===== src/rtl/control_pkg.sv =====
// Shared control definitions: opcodes, ALUOp classes and control-vector bit positions.
package control_pkg;

  localparam int unsigned NUM_SIGNALS = 8;

  // Opcode field instr[31:26]
  localparam logic [5:0] OP_RTYPE = 6'b000000;
  localparam logic [5:0] OP_J     = 6'b000010;
  localparam logic [5:0] OP_JAL   = 6'b000011;
  localparam logic [5:0] OP_BEQ   = 6'b000100;
  localparam logic [5:0] OP_BNE   = 6'b000101;
  localparam logic [5:0] OP_ADDI  = 6'b001000;
  localparam logic [5:0] OP_ADDIU = 6'b001001;
  localparam logic [5:0] OP_SLTI  = 6'b001010;
  localparam logic [5:0] OP_SLTIU = 6'b001011;
  localparam logic [5:0] OP_ANDI  = 6'b001100;
  localparam logic [5:0] OP_ORI   = 6'b001101;
  localparam logic [5:0] OP_LUI   = 6'b001111;
  localparam logic [5:0] OP_LB    = 6'b100000;
  localparam logic [5:0] OP_LH    = 6'b100001;
  localparam logic [5:0] OP_LW    = 6'b100011;
  localparam logic [5:0] OP_LBU   = 6'b100100;
  localparam logic [5:0] OP_LHU   = 6'b100101;
  localparam logic [5:0] OP_SB    = 6'b101000;
  localparam logic [5:0] OP_SH    = 6'b101001;
  localparam logic [5:0] OP_SW    = 6'b101011;

  // ALU operation classes consumed by the ALU-control block
  localparam logic [2:0] ALUOP_ADD  = 3'b000;
  localparam logic [2:0] ALUOP_SUB  = 3'b001;
  localparam logic [2:0] ALUOP_RTYP = 3'b010;
  localparam logic [2:0] ALUOP_AND  = 3'b011;
  localparam logic [2:0] ALUOP_OR   = 3'b100;
  localparam logic [2:0] ALUOP_SLT  = 3'b101;
  localparam logic [2:0] ALUOP_SLTU = 3'b110;
  localparam logic [2:0] ALUOP_LUI  = 3'b111;

  // Positions within the MSB-first control vector [0:NUM_SIGNALS-1]
  localparam int unsigned IDX_REGDST   = 0;
  localparam int unsigned IDX_BRANCH   = 1;
  localparam int unsigned IDX_MEMREAD  = 2;
  localparam int unsigned IDX_MEMTOREG = 3;
  localparam int unsigned IDX_MEMWRITE = 4;
  localparam int unsigned IDX_ALUSRC   = 5;
  localparam int unsigned IDX_REGWRITE = 6;
  localparam int unsigned IDX_SIGNEXT  = 7;

endpackage


===== src/rtl/control_decode.sv =====
// Combinational opcode decoder: opcode -> control vector and ALU class.
module control_decode
  import control_pkg::*;
(
  input  logic [5:0]             ins,
  output logic [0:NUM_SIGNALS-1] signals,
  output logic [2:0]             alu_op
);

  // Full-case table; unlisted opcodes fall to a safe NOP with no write or memory access
  always_comb begin
    signals = '0;
    alu_op  = ALUOP_ADD;
    case (ins)
      OP_RTYPE: begin
        signals = 8'b1000_0010;
        alu_op  = ALUOP_RTYP;
      end
      OP_LW, OP_LB, OP_LH, OP_LBU, OP_LHU: begin
        signals = 8'b0011_0111;
        alu_op  = ALUOP_ADD;
      end
      OP_SW, OP_SB, OP_SH: begin
        signals = 8'b0000_1101;
        alu_op  = ALUOP_ADD;
      end
      OP_BEQ, OP_BNE: begin
        signals = 8'b0100_0001;
        alu_op  = ALUOP_SUB;
      end
      OP_ADDI, OP_ADDIU: begin
        signals = 8'b0000_0111;
        alu_op  = ALUOP_ADD;
      end
      OP_ANDI: begin
        signals = 8'b0000_0110;
        alu_op  = ALUOP_AND;
      end
      OP_ORI: begin
        signals = 8'b0000_0110;
        alu_op  = ALUOP_OR;
      end
      OP_SLTI: begin
        signals = 8'b0000_0111;
        alu_op  = ALUOP_SLT;
      end
      OP_SLTIU: begin
        signals = 8'b0000_0111;
        alu_op  = ALUOP_SLTU;
      end
      OP_LUI: begin
        signals = 8'b0000_0110;
        alu_op  = ALUOP_LUI;
      end
      // j/jal and everything else: all strobes low
      default: begin
        signals = '0;
        alu_op  = ALUOP_ADD;
      end
    endcase
  end

endmodule


===== src/rtl/control_unit.sv =====
// Main decoder with a one-cycle registered output stage and synchronous reset.
module control_unit
  import control_pkg::*;
#(
  parameter int unsigned num_signals = 8
) (
  input  logic                   clk,
  input  logic                   rst,
  input  logic [5:0]             ins,
  output logic [0:num_signals-1] signals,
  output logic [2:0]             ALUOp
);

  logic [0:NUM_SIGNALS-1] dec_signals;
  logic [2:0]             dec_alu_op;

  control_decode u_decode (
    .ins     (ins),
    .signals (dec_signals),
    .alu_op  (dec_alu_op)
  );

  // Register the decode; reset wins over any opcode presented at the same edge
  always_ff @(posedge clk) begin
    if (rst) begin
      signals <= '0;
      ALUOp   <= ALUOP_ADD;
    end else begin
      signals <= dec_signals;
      ALUOp   <= dec_alu_op;
    end
  end

endmodule


===== config.mk =====
export PLATFORM = sky130hd
export DESIGN_NAME = control_unit
export DESIGN_NICKNAME = d
export VERILOG_FILES = /design/src/rtl/control_pkg.sv /design/src/rtl/control_decode.sv /design/src/rtl/control_unit.sv
export SDC_FILE = /design/constraint.sdc
export NUM_CORES = 1
export LEC_CHECK = 0
export BUFFER_PORTS_ARGS = -buffer_cell sky130_fd_sc_hd__clkbuf_2
export CORE_AREA = 2 2 39 41
export DETAILED_ROUTE_END_ITERATION = 10
export DIE_AREA = 0 0 41 43
export SYNTH_ARGS = -nofsm -noshare
export SYNTH_HDL_FRONTEND = slang
export SYNTH_SLANG_ARGS = --single-unit

===== constraint.sdc =====
create_clock -name clk -period 2.12 [get_ports clk]
set_input_delay 0.424 -clock clk [delete_from_list [all_inputs] [get_ports clk]]
set_output_delay 0.424 -clock clk [all_outputs]
set_load 0.005 [all_outputs]

Word-level counts from Yosys, hierarchy flattened
Memory sizes are Yosys's and may differ from the RTL's. A register that Yosys moved wholly into a read port is not among the register bits.
Index checks and enable logic that the tools add are counted.
W data, S select, Z words.
{ "word_totals": {"register_bits": 0, "romBits": 704, "out_inout_bits": 11, "word_cells": 1, "mem_count": 1} }
{ "memory_table": {"columns": ["name", "words", "width", "read_ports", "rd_clocked_by_memory_dff", "write_ports", "line", "text"], "rows": [
  ["(no name shown)", 64, 11, 1, 1, 0, "control_decode.sv:14", "case (ins)"]
]} }

Depth between registers and ports, before layout
Gate-level depths: netlist of the first run.
{ "logic_depth": {"depth_word": 0, "ltp_mapped": 5, "depth_no_buf": 5} }

By module
Synthesis of the first run repeated with hierarchy kept, for this count alone.
{ "unflattened": {"cells_unflattened": 63, "area_unflattened_um2": 634.4} }
{ "by_module_without_submodules": {"columns": ["mod", "instances", "cells_each", "area_each_um2", "seq_area_each_um2"], "rows": [
  ["control_unit", 1, 23, 337.8, 220.2],
  ["control_decode", 1, 40, 296.5, 0.0]
]} }

Worst setup path after synthesis of the first run
OpenSTA, ideal clock, no wires.
{ "synth_path": {"path_type": "input -> register", "startpoint": "in ins[0]", "endpoint": "reg ALUOp[1]", "setup_ns": 0.079, "arrival_ns": 1.100, "slack_ns": 0.941, "path_stages": 5, "cell_sequence": "inv_1 -> ha_1 -> nor2b_1 -> a21oi_1 -> a211oi_2"} }
{ "synth_rtl": {"columns": ["element", "line", "text"], "rows": [
  ["start: declaration", "control_unit.sv:9", "input logic [5:0] ins,"],
  ["end: declaration", "control_unit.sv:11", "output logic [2:0] ALUOp"]
]} }

==> impl_metrics.prom, run 1 <==
# TYPE chip_impl_metric gauge
chip_impl_info{name="run_status",value="finished clean"} 1
chip_impl_metric{name="switching_share",unit="%"} 22.6
chip_impl_metric{name="numClockSinks",unit=""} 10
chip_impl_metric{name="cts_resized",unit=""} 0
chip_impl_metric{name="hold_path_depth",unit=""} 2
chip_impl_metric{name="first_pass_iters",unit=""} 2
chip_impl_metric{name="port_buffers",unit=""} 18
chip_impl_metric{name="required",unit="ns"} 2.29
chip_impl_metric{name="antenna-diode-count",unit=""} 0
chip_impl_metric{name="rows",unit=""} 14
chip_impl_metric{name="synth_sequential_area_ratio",unit="%"} 40.1
chip_impl_metric{name="static_leak",unit="nW"} 0.278
chip_impl_metric{name="final.period_utilization",unit="%"} 55.2
chip_impl_info{name="globalRoute.busiestLayer",value="met2"} 1
chip_impl_metric{name="switching_power",unit="mW"} 0.0818
chip_impl_metric{name="synth-compound-area-share",unit="%"} 18.8
chip_impl_metric{name="chipWidth",unit="um"} 41
chip_impl_metric{name="vias",unit=""} 375
chip_impl_metric{name="detail_route.drc_violations",unit=""} 0
chip_impl_metric{name="initial_utilization",unit="%"} 36.1
chip_impl_metric{name="synthAdderAreaFrac",unit="%"} 7.52
chip_impl_metric{name="postSynthAreaPerCell",unit="um^2"} 9.98
chip_impl_metric{name="vias_per_std_cell",unit=""} 4.46
chip_impl_metric{name="worst_max_slew_pin_slew",unit="ns"} 0.262
chip_impl_metric{name="setup_total_negative_slack",unit="ns"} 0
chip_impl_info{name="end_kind",value="flip-flop"} 1
chip_impl_metric{name="max_stage_delay",unit="ns"} 0.27
chip_impl_metric{name="synthesis.yosys.warnings",unit=""} 0
chip_impl_metric{name="maxClockFrequency",unit="GHz"} 0.854
chip_impl_info{name="hold_start",value="ins[1]"} 1
chip_impl_metric{name="number_of_enable_type_register_cells_in_the_synthesized_netlist",unit=""} 0
chip_impl_metric{name="netlist-cell-type-count",unit=""} 20
chip_impl_info{name="yosysTopAreaCell",value="sky130_fd_sc_hd__dfxtp_1"} 1
chip_impl_metric{name="seq_power_share",unit="%"} 53.5
chip_impl_metric{name="design.die.area",unit="um^2"} 1760
chip_impl_metric{name="xor_and_xnor_area_share_after_synthesis",unit="%"} 0
chip_impl_metric{name="fillers",unit=""} 153
chip_impl_metric{name="place_congestion",unit=""} 0.727
chip_impl_metric{name="report.final.slew_viol_count",unit=""} 0
chip_impl_info{name="worst_hold_path_type",value="primary input to flip-flop"} 1
chip_impl_metric{name="power.density",unit="nW/um^2"} 594
chip_impl_metric{name="peakVddDrop",unit="uV"} 178
chip_impl_metric{name="share_of_layout_cells_above_drive_strength_1",unit="%"} 41.2
chip_impl_metric{name="place_hpwl",unit="um"} 664
chip_impl_metric{name="asyncSetResetFlopFracSynth",unit="%"} 0
chip_impl_metric{name="arrival",unit="ns"} 1.34
chip_impl_metric{name="synth_mux_area_share",unit="%"} 2.01
chip_impl_info{name="worstSetupPathType",value="primary input to flip-flop"} 1
chip_impl_info{name="timing.hold.worst_endpoint",value="signals[1]"} 1
chip_impl_metric{name="layout.core_utilization",unit="%"} 44.0
chip_impl_metric{name="synth_simple_gate_area_share",unit="%"} 24.1
chip_impl_info{name="worstPathCellList",value="clkbuf_2, inv_1, ha_1, nor2b_1, a21oi_1, a211oi_2"} 1
chip_impl_metric{name="grt_pass1_vias",unit=""} 338
chip_impl_metric{name="antenna_violations_before_repair",unit=""} 0
chip_impl_metric{name="mappedNetlistArea",unit="um^2"} 499
chip_impl_metric{name="flow.area_growth_from_synthesis",unit="%"} 22.1
chip_impl_info{name="critical_path.slowest_cell",value="sky130_fd_sc_hd__ha_1"} 1
chip_impl_metric{name="report.power.total",unit="mW"} 0.362
chip_impl_metric{name="finalHoldViolCount",unit=""} 0
chip_impl_metric{name="grt_use_met2",unit="%"} 15.9
chip_impl_metric{name="floorplan.die.height",unit="um"} 43
chip_impl_metric{name="antenna_violating_nets_post_route",unit=""} 0
chip_impl_metric{name="grt_start_max_net_pins",unit=""} 13
chip_impl_metric{name="pwr-share-clk",unit="%"} 32.2
chip_impl_info{name="setup_repair_after_global_routing_missed_its_margin",value="false"} 1
chip_impl_metric{name="num_io_pins",unit=""} 19
chip_impl_metric{name="grt_remaining_overflow",unit=""} 0
chip_impl_metric{name="coreArea",unit="um^2"} 1380
chip_impl_metric{name="htreeDepth",unit=""} 1
chip_impl_metric{name="cts_max_path_buffers",unit=""} 2
chip_impl_info{name="cts_tree",value="yes"} 1
chip_impl_info{name="worst_setup_path_startpoint",value="ins[1]"} 1
chip_impl_metric{name="nNetsFinal",unit=""} 81
chip_impl_metric{name="detailedRoute.firstIterationViolations",unit=""} 3
chip_impl_metric{name="intPower",unit="mW"} 0.280
chip_impl_metric{name="cts.clk_slew.worst_paths",unit="ns"} 0.05
chip_impl_metric{name="tritoncts.num_buffers",unit=""} 3
chip_impl_metric{name="setup_violations",unit=""} 0
chip_impl_info{name="netlist_top_cells_area",value="sky130_fd_sc_hd__dfxtp_1 (40%), sky130_fd_sc_hd__ha_1 (7.5%), sky130_fd_sc_hd__nor3b_2 (7.5%), sky130_fd_sc_hd__nor2b_1 (6.3%), sky130_fd_sc_hd__buf_4 (4.5%)"} 1
chip_impl_info{name="combinational_family_with_the_most_area_after_synthesis",value="simple AND/OR/NAND/NOR gates"} 1
chip_impl_metric{name="use_met1",unit="%"} 15.4
chip_impl_metric{name="syn-num-nets",unit=""} 61
chip_impl_metric{name="postCtsHoldBufs",unit=""} 0
chip_impl_metric{name="p_comb_share",unit="%"} 14.3
chip_impl_metric{name="timing.max_cap.violations",unit=""} 0
chip_impl_metric{name="slew_headroom",unit="%"} 82.4
chip_impl_info{name="synth_ff_type",value="sky130_fd_sc_hd__dfxtp_1"} 1
chip_impl_metric{name="first_pass_grt_wire_length",unit="mm"} 1.41
chip_impl_metric{name="worstPathMaxFanout",unit=""} 7
chip_impl_metric{name="timing.final.crit_period",unit="ns"} 1.17
chip_impl_metric{name="routedWlPerCell",unit="um"} 9.45
chip_impl_metric{name="ys_seq_elements",unit=""} 10
chip_impl_metric{name="gr-usage-met3",unit="%"} 1.57
chip_impl_metric{name="drt_wl_total",unit="um"} 794
chip_impl_metric{name="post_synth_inst_count",unit=""} 50
chip_impl_info{name="critPathLaunchType",value="primary input"} 1
chip_impl_info{name="cts-root-buf",value="sky130_fd_sc_hd__clkbuf_4"} 1
chip_impl_metric{name="global_route.usage.total",unit="%"} 12.3
chip_impl_metric{name="synth_top_area_share",unit="%"} 40.1
chip_impl_metric{name="cts_setup_buffers",unit=""} 0
==> registers in the layout (all words and copies together), names as in the netlist <==
register,cells
ALUOp,3
signals,7
==> per-stage QoR <==
step	setup WS [ns]	hold slack, ns	instance area (um^2)	cells
after floorplan	0.941	0.495	499	50
after global placement	0.734	0.710	587	81
after global routing	0.867	0.451	609	84
after CTS	0.943	0.444	609	84
after detailed placement	0.691	0.715	587	81
final	0.949	0.451	609	84
==> synth_stat cells (2+ instances only) <==
library cell / count
sky130_fd_sc_hd__o21ai_0: 3
sky130_fd_sc_hd__a21oi_1: 2
sky130_fd_sc_hd__ha_1: 3
sky130_fd_sc_hd__nor3b_2: 3
sky130_fd_sc_hd__dfxtp_1: 10
sky130_fd_sc_hd__buf_4: 3
sky130_fd_sc_hd__a21boi_0: 2
sky130_fd_sc_hd__nor2b_1: 5
sky130_fd_sc_hd__nor2_1: 5
sky130_fd_sc_hd__inv_1: 4
==> critical path, delay by kind of cell <==
family          cells  cell delay [ns]
compound gates      2             0.28
fa+ha+maj           1             0.27
buf+inv             2             0.22
simple gates        1             0.15
==> kinds of logic after synthesis <==
family	count (synthesis)
AO/OA/AOI/OAI	13
adder cells (fa/ha/maj)	3
buffers and inverters	7
flip-flops	10
multiplexers	1
AND/OR/NAND/NOR	16
==> final cells by class <==
type / count / area (um^2) / area share [%]
sequential: 10 / 200 / 32.9
tap: 16 / 20.0 / 3.29
inverter: 4 / 15.0 / 2.46
multi-input combinational: 33 / 262 / 42.9
timing repair buffer: 18 / 90.1 / 14.8
clock buffer: 3 / 22.5 / 3.70
==> power groups by stage <==
stage	sequential [mW]	clock [mW]	combinational, mW
floorplan	0.199	0	0.0333
global placement	0.198	0	0.0519
detailed placement	0.198	0	0.0521
CTS	0.194	0.125	0.0523
global route	0.194	0.137	0.0598
finish	0.194	0.117	0.0516
==> how the worst max path moves through the flow <==
stage,to,slack [ns],cells after the start
floorplan,ALUOp[1],0.94,5
global placement,ALUOp[1],0.73,6
detailed placement,ALUOp[1],0.69,6
CTS,ALUOp[1],0.94,6
global route,ALUOp[1],0.87,6
finish,ALUOp[1],0.95,6
==> cells in the final DEF, fill, tap and decap left out, types with 2 or more instances in the layout <==
master	n
sky130_fd_sc_hd__clkbuf_2	18
sky130_fd_sc_hd__dfxtp_1	10
sky130_fd_sc_hd__nor2_1	5
sky130_fd_sc_hd__nor2b_1	5
sky130_fd_sc_hd__inv_1	4
sky130_fd_sc_hd__nor3b_2	3
sky130_fd_sc_hd__o21ai_0	3
sky130_fd_sc_hd__ha_1	3
sky130_fd_sc_hd__clkbuf_4	3
sky130_fd_sc_hd__a21oi_1	2
sky130_fd_sc_hd__a21boi_0	2
==> layer usage <==
metal | vias to the layer above | part of all wire [%] | wire, um
li1 | 210 | - | -
met1 | 155 | 46 | 363
met2 | 8 | 49 | 387
met3 | 2 | 3.0 | 24
met4 | 0 | 2.4 | 19
met5 | - | 0 | 0
Power figures use the tool's default switching activity.
==> run 2, diff against run 1 <==
- ABC_AREA: default -> 1
- CORE_AREA: 2 2 39 41 -> default
- CORE_MARGIN: default -> 2
- CORE_UTILIZATION: default -> 40
- DIE_AREA: 0 0 41 43 -> default
- PLACE_DENSITY: default -> 0.69
- clock period: 2.12 -> 1 ns (I/O delays scaled with it)
==> run 2 against run 1 <==
  * Via count increased by 14%
  * Cell area increased by 2.9%
  * Combinational power increased by 130%
  * Synthesized cell count increased by 26%
  * Non-clock buffer count increased by 1
  * Global-route usage increased by 1.7 points
  * Largest cell class unchanged
  * Largest power group unchanged
  * Highest routed layer unchanged
==> impl_metrics.prom, run 2 <==
# TYPE chip_impl_metric gauge
chip_impl_metric{name="report.final.slew_viol_count",unit=""} 0
chip_impl_metric{name="dpl.cell_count",unit=""} 93
chip_impl_metric{name="grt_remaining_overflow",unit=""} 0
chip_impl_metric{name="number_of_enable_type_register_cells_in_the_synthesized_netlist",unit=""} 0
chip_impl_metric{name="detailedRoute.firstIterationViolations",unit=""} 6
chip_impl_metric{name="rows",unit=""} 12
chip_impl_metric{name="detail_route.drc_violations",unit=""} 0
chip_impl_metric{name="drt_wl_total",unit="um"} 834
chip_impl_metric{name="setup_violations",unit=""} 0
chip_impl_info{name="netlist_top_cells_area",value="sky130_fd_sc_hd__dfxtp_1 (39%), sky130_fd_sc_hd__inv_1 (8.0%), sky130_fd_sc_hd__ha_1 (7.2%), sky130_fd_sc_hd__nand2_1 (7.2%), sky130_fd_sc_hd__nand3_2 (5.8%)"} 1
chip_impl_metric{name="cts.clk_slew.worst_paths",unit="ns"} 0.06
chip_impl_info{name="run_status",value="finished clean"} 1
chip_impl_info{name="worstPathCellList",value="clkbuf_2"} 1
chip_impl_metric{name="num_io_pins",unit=""} 19
chip_impl_metric{name="timing.final.crit_period",unit="ns"} 0.882
chip_impl_metric{name="initial_utilization",unit="%"} 44.9
chip_impl_info{name="globalRoute.busiestLayer",value="met2"} 1
chip_impl_info{name="critical_path.slowest_cell",value="sky130_fd_sc_hd__dfxtp_1"} 1
chip_impl_info{name="reg_top3",value="signals x7, ALUOp x3"} 1
chip_impl_metric{name="place_congestion",unit=""} 0.800
chip_impl_info{name="setup_repair_after_global_routing_missed_its_margin",value="false"} 1
chip_impl_metric{name="syn-num-nets",unit=""} 74
chip_impl_metric{name="grt_start_max_net_pins",unit=""} 10
chip_impl_metric{name="worstPathMaxFanout",unit=""} 2
chip_impl_metric{name="number_of_flip_flops_under_the_largest_register_name",unit=""} 7
chip_impl_metric{name="pwr-share-clk",unit="%"} 32.4
chip_impl_metric{name="final.setup.worst_slack",unit="ns"} 0.118
chip_impl_metric{name="first_pass_iters",unit=""} 2
chip_impl_metric{name="use_met1",unit="%"} 15.7
chip_impl_info{name="worstSetupPathType",value="flip-flop to primary output"} 1
chip_impl_info{name="end_kind",value="primary output"} 1
chip_impl_metric{name="worstPathBufferInverterCount",unit=""} 1
chip_impl_metric{name="ys_seq_elements",unit=""} 10
chip_impl_info{name="yosysTopAreaCell",value="sky130_fd_sc_hd__dfxtp_1"} 1
chip_impl_metric{name="post_layout_nonfiller_instances",unit=""} 96
chip_impl_metric{name="fillers",unit=""} 111
chip_impl_metric{name="cts_setup_buffers",unit=""} 0
chip_impl_metric{name="peakVddDrop",unit="uV"} 425
chip_impl_info{name="layout.cells.most_common",value="sky130_fd_sc_hd__clkbuf_2"} 1
chip_impl_metric{name="vias_per_std_cell",unit=""} 4.44
chip_impl_metric{name="coreArea",unit="um^2"} 1160
chip_impl_metric{name="floorplan.die.height",unit="um"} 40.0
chip_impl_info{name="registers.top_by_ff_count",value="signals"} 1
chip_impl_metric{name="grt_use_met2",unit="%"} 23.0
chip_impl_metric{name="antenna-diode-count",unit=""} 0
chip_impl_metric{name="port_buffers",unit=""} 18
chip_impl_metric{name="postCtsHoldBufs",unit=""} 0
chip_impl_metric{name="required",unit="ns"} 0.80
chip_impl_metric{name="maxClockFrequency",unit="GHz"} 1.13
chip_impl_metric{name="final.period_utilization",unit="%"} 88.2
chip_impl_info{name="cts-root-buf",value="sky130_fd_sc_hd__clkbuf_4"} 1
chip_impl_metric{name="vias",unit=""} 426
chip_impl_metric{name="synthesis.yosys.warnings",unit=""} 0
chip_impl_metric{name="asyncSetResetFlopFracSynth",unit="%"} 0
chip_impl_metric{name="finalHoldViolCount",unit=""} 0
chip_impl_metric{name="cts_resized",unit=""} 0
chip_impl_info{name="worst_hold_path_type",value="primary input to flip-flop"} 1
chip_impl_metric{name="flow.area_growth_from_synthesis",unit="%"} 20.7
chip_impl_metric{name="switching_share",unit="%"} 24.1
chip_impl_metric{name="arrival",unit="ns"} 0.68
chip_impl_metric{name="antenna_violations_before_repair",unit=""} 0
chip_impl_info{name="synth_ff_type",value="sky130_fd_sc_hd__dfxtp_1"} 1
chip_impl_metric{name="postSynthAreaPerCell",unit="um^2"} 8.24
chip_impl_info{name="layout_common_cells",value="sky130_fd_sc_hd__clkbuf_2 (18), sky130_fd_sc_hd__inv_1 (11), sky130_fd_sc_hd__dfxtp_1 (10), sky130_fd_sc_hd__nand2_1 (10)"} 1
chip_impl_info{name="cts_tree",value="yes"} 1
chip_impl_metric{name="preCtsSetupSlack",unit="ns"} -0.0465
chip_impl_metric{name="max_stage_delay",unit="ns"} 0.32
chip_impl_info{name="critPathLaunchType",value="flip-flop"} 1
chip_impl_info{name="synth_common_cells",value="sky130_fd_sc_hd__inv_1 (11), sky130_fd_sc_hd__dfxtp_1 (10), sky130_fd_sc_hd__nand2_1 (10)"} 1
chip_impl_metric{name="grt_pass1_vias",unit=""} 398
chip_impl_metric{name="seq_power_share",unit="%"} 52.7
chip_impl_metric{name="design.die.area",unit="um^2"} 1600
chip_impl_metric{name="gr-usage-met3",unit="%"} 1.67
chip_impl_metric{name="share_of_layout_cells_above_drive_strength_1",unit="%"} 41.5
chip_impl_info{name="critical_path.top_delay_family",value="flip-flops"} 1
chip_impl_metric{name="first_pass_grt_wire_length",unit="mm"} 1.46
chip_impl_metric{name="synth_sequential_area_ratio",unit="%"} 38.6
chip_impl_metric{name="nNetsFinal",unit=""} 95
chip_impl_metric{name="synth_top_area_share",unit="%"} 38.6
chip_impl_metric{name="mappedNetlistArea",unit="um^2"} 519
chip_impl_metric{name="netlist-cell-type-count",unit=""} 21
chip_impl_metric{name="antenna_violating_nets_post_route",unit=""} 0
chip_impl_metric{name="intPower",unit="mW"} 0.594
chip_impl_info{name="most_repeated_cell_in_the_gate_level_netlist_after_synthesis",value="sky130_fd_sc_hd__inv_1"} 1
chip_impl_metric{name="layout.core_utilization",unit="%"} 54.2
chip_impl_metric{name="htreeDepth",unit=""} 1
chip_impl_metric{name="post_synth_inst_count",unit=""} 63
chip_impl_metric{name="cts_max_path_buffers",unit=""} 2
chip_impl_metric{name="chipWidth",unit="um"} 40.0
chip_impl_metric{name="numClockSinks",unit=""} 10
chip_impl_metric{name="place_hpwl",unit="um"} 719
chip_impl_metric{name="timing.max_cap.violations",unit=""} 0
chip_impl_metric{name="setup_total_negative_slack",unit="ns"} 0
chip_impl_metric{name="tritoncts.num_buffers",unit=""} 3
chip_impl_metric{name="switching_power",unit="mW"} 0.189
chip_impl_metric{name="global_route.usage.total",unit="%"} 14.1
chip_impl_metric{name="static_leak",unit="nW"} 0.395
chip_impl_metric{name="finalHoldWorstSlack",unit="ns"} 0.167
chip_impl_metric{name="routedWlPerCell",unit="um"} 8.69
chip_impl_metric{name="worst_max_slew_pin_slew",unit="ns"} 0.210
chip_impl_metric{name="p_comb_share",unit="%"} 14.9
chip_impl_metric{name="power.density",unit="nW/um^2"} 1250
chip_impl_metric{name="slew_headroom",unit="%"} 85.9
-- run 2: cell types whose count changed in the layout (fill, tap and decap cells not counted), moves of 3 or more --
cell and change:
sky130_fd_sc_hd__nor3b_2 -3, sky130_fd_sc_hd__o21ai_0 -3, sky130_fd_sc_hd__nor2b_1 -5, sky130_fd_sc_hd__nand2_1 +10, sky130_fd_sc_hd__nand3_2 +3, sky130_fd_sc_hd__nand3_1 +4, sky130_fd_sc_hd__inv_1 +7
-- run 2: power groups by stage --
stage	Clock [mW]	Sequential, mW	Combinational (mW)
CTS	0.267	0.412	0.118
finish	0.253	0.412	0.117
detailed placement	0	0.421	0.118
global placement	0	0.420	0.116
global route	0.284	0.413	0.134
floorplan	0	0.423	0.0789
-- run 2: logic make-up after synthesis --
family	synth area share [%]
AND/OR/NAND/NOR	34.5
buffers and inverters	15.7
flip-flops	38.6
AO/OA/AOI/OAI	4.10
adder cells (fa/ha/maj)	7.23
-- run 2: final timing paths --
check,startpoint,endpoint,depth (start not counted)
worst max-delay path,signals[3],signals[3],1
worst min-delay path,rst,signals[4],2
-- run 2: area by class of cell --
type	count	area, um^2	share of cell area (%)
clock buffers	3	22.5	3.59
inverters	13	51.3	8.18
multi-input cells	37	238	37.9
flip-flops and latches	10	200	31.9
well taps	14	17.5	2.79
repair buffers	19	97.6	15.6
-- run 2: per-layer routing --
layer,part of all wire [%],vias to the layer above,wire length (um)
met1,46,178,381
met2,48,14,398
met3,4.6,2,38
li1,-,232,-
met5,0,-,0
met4,1.9,0,16
-- run 2: metrics by stage --
step                      power [mW]  cell area [um^2]
after global placement         0.536               604
after CTS                      0.797               627
final                          0.782               627
after global routing           0.831               627
after detailed placement       0.539               604
after floorplan                0.502               519
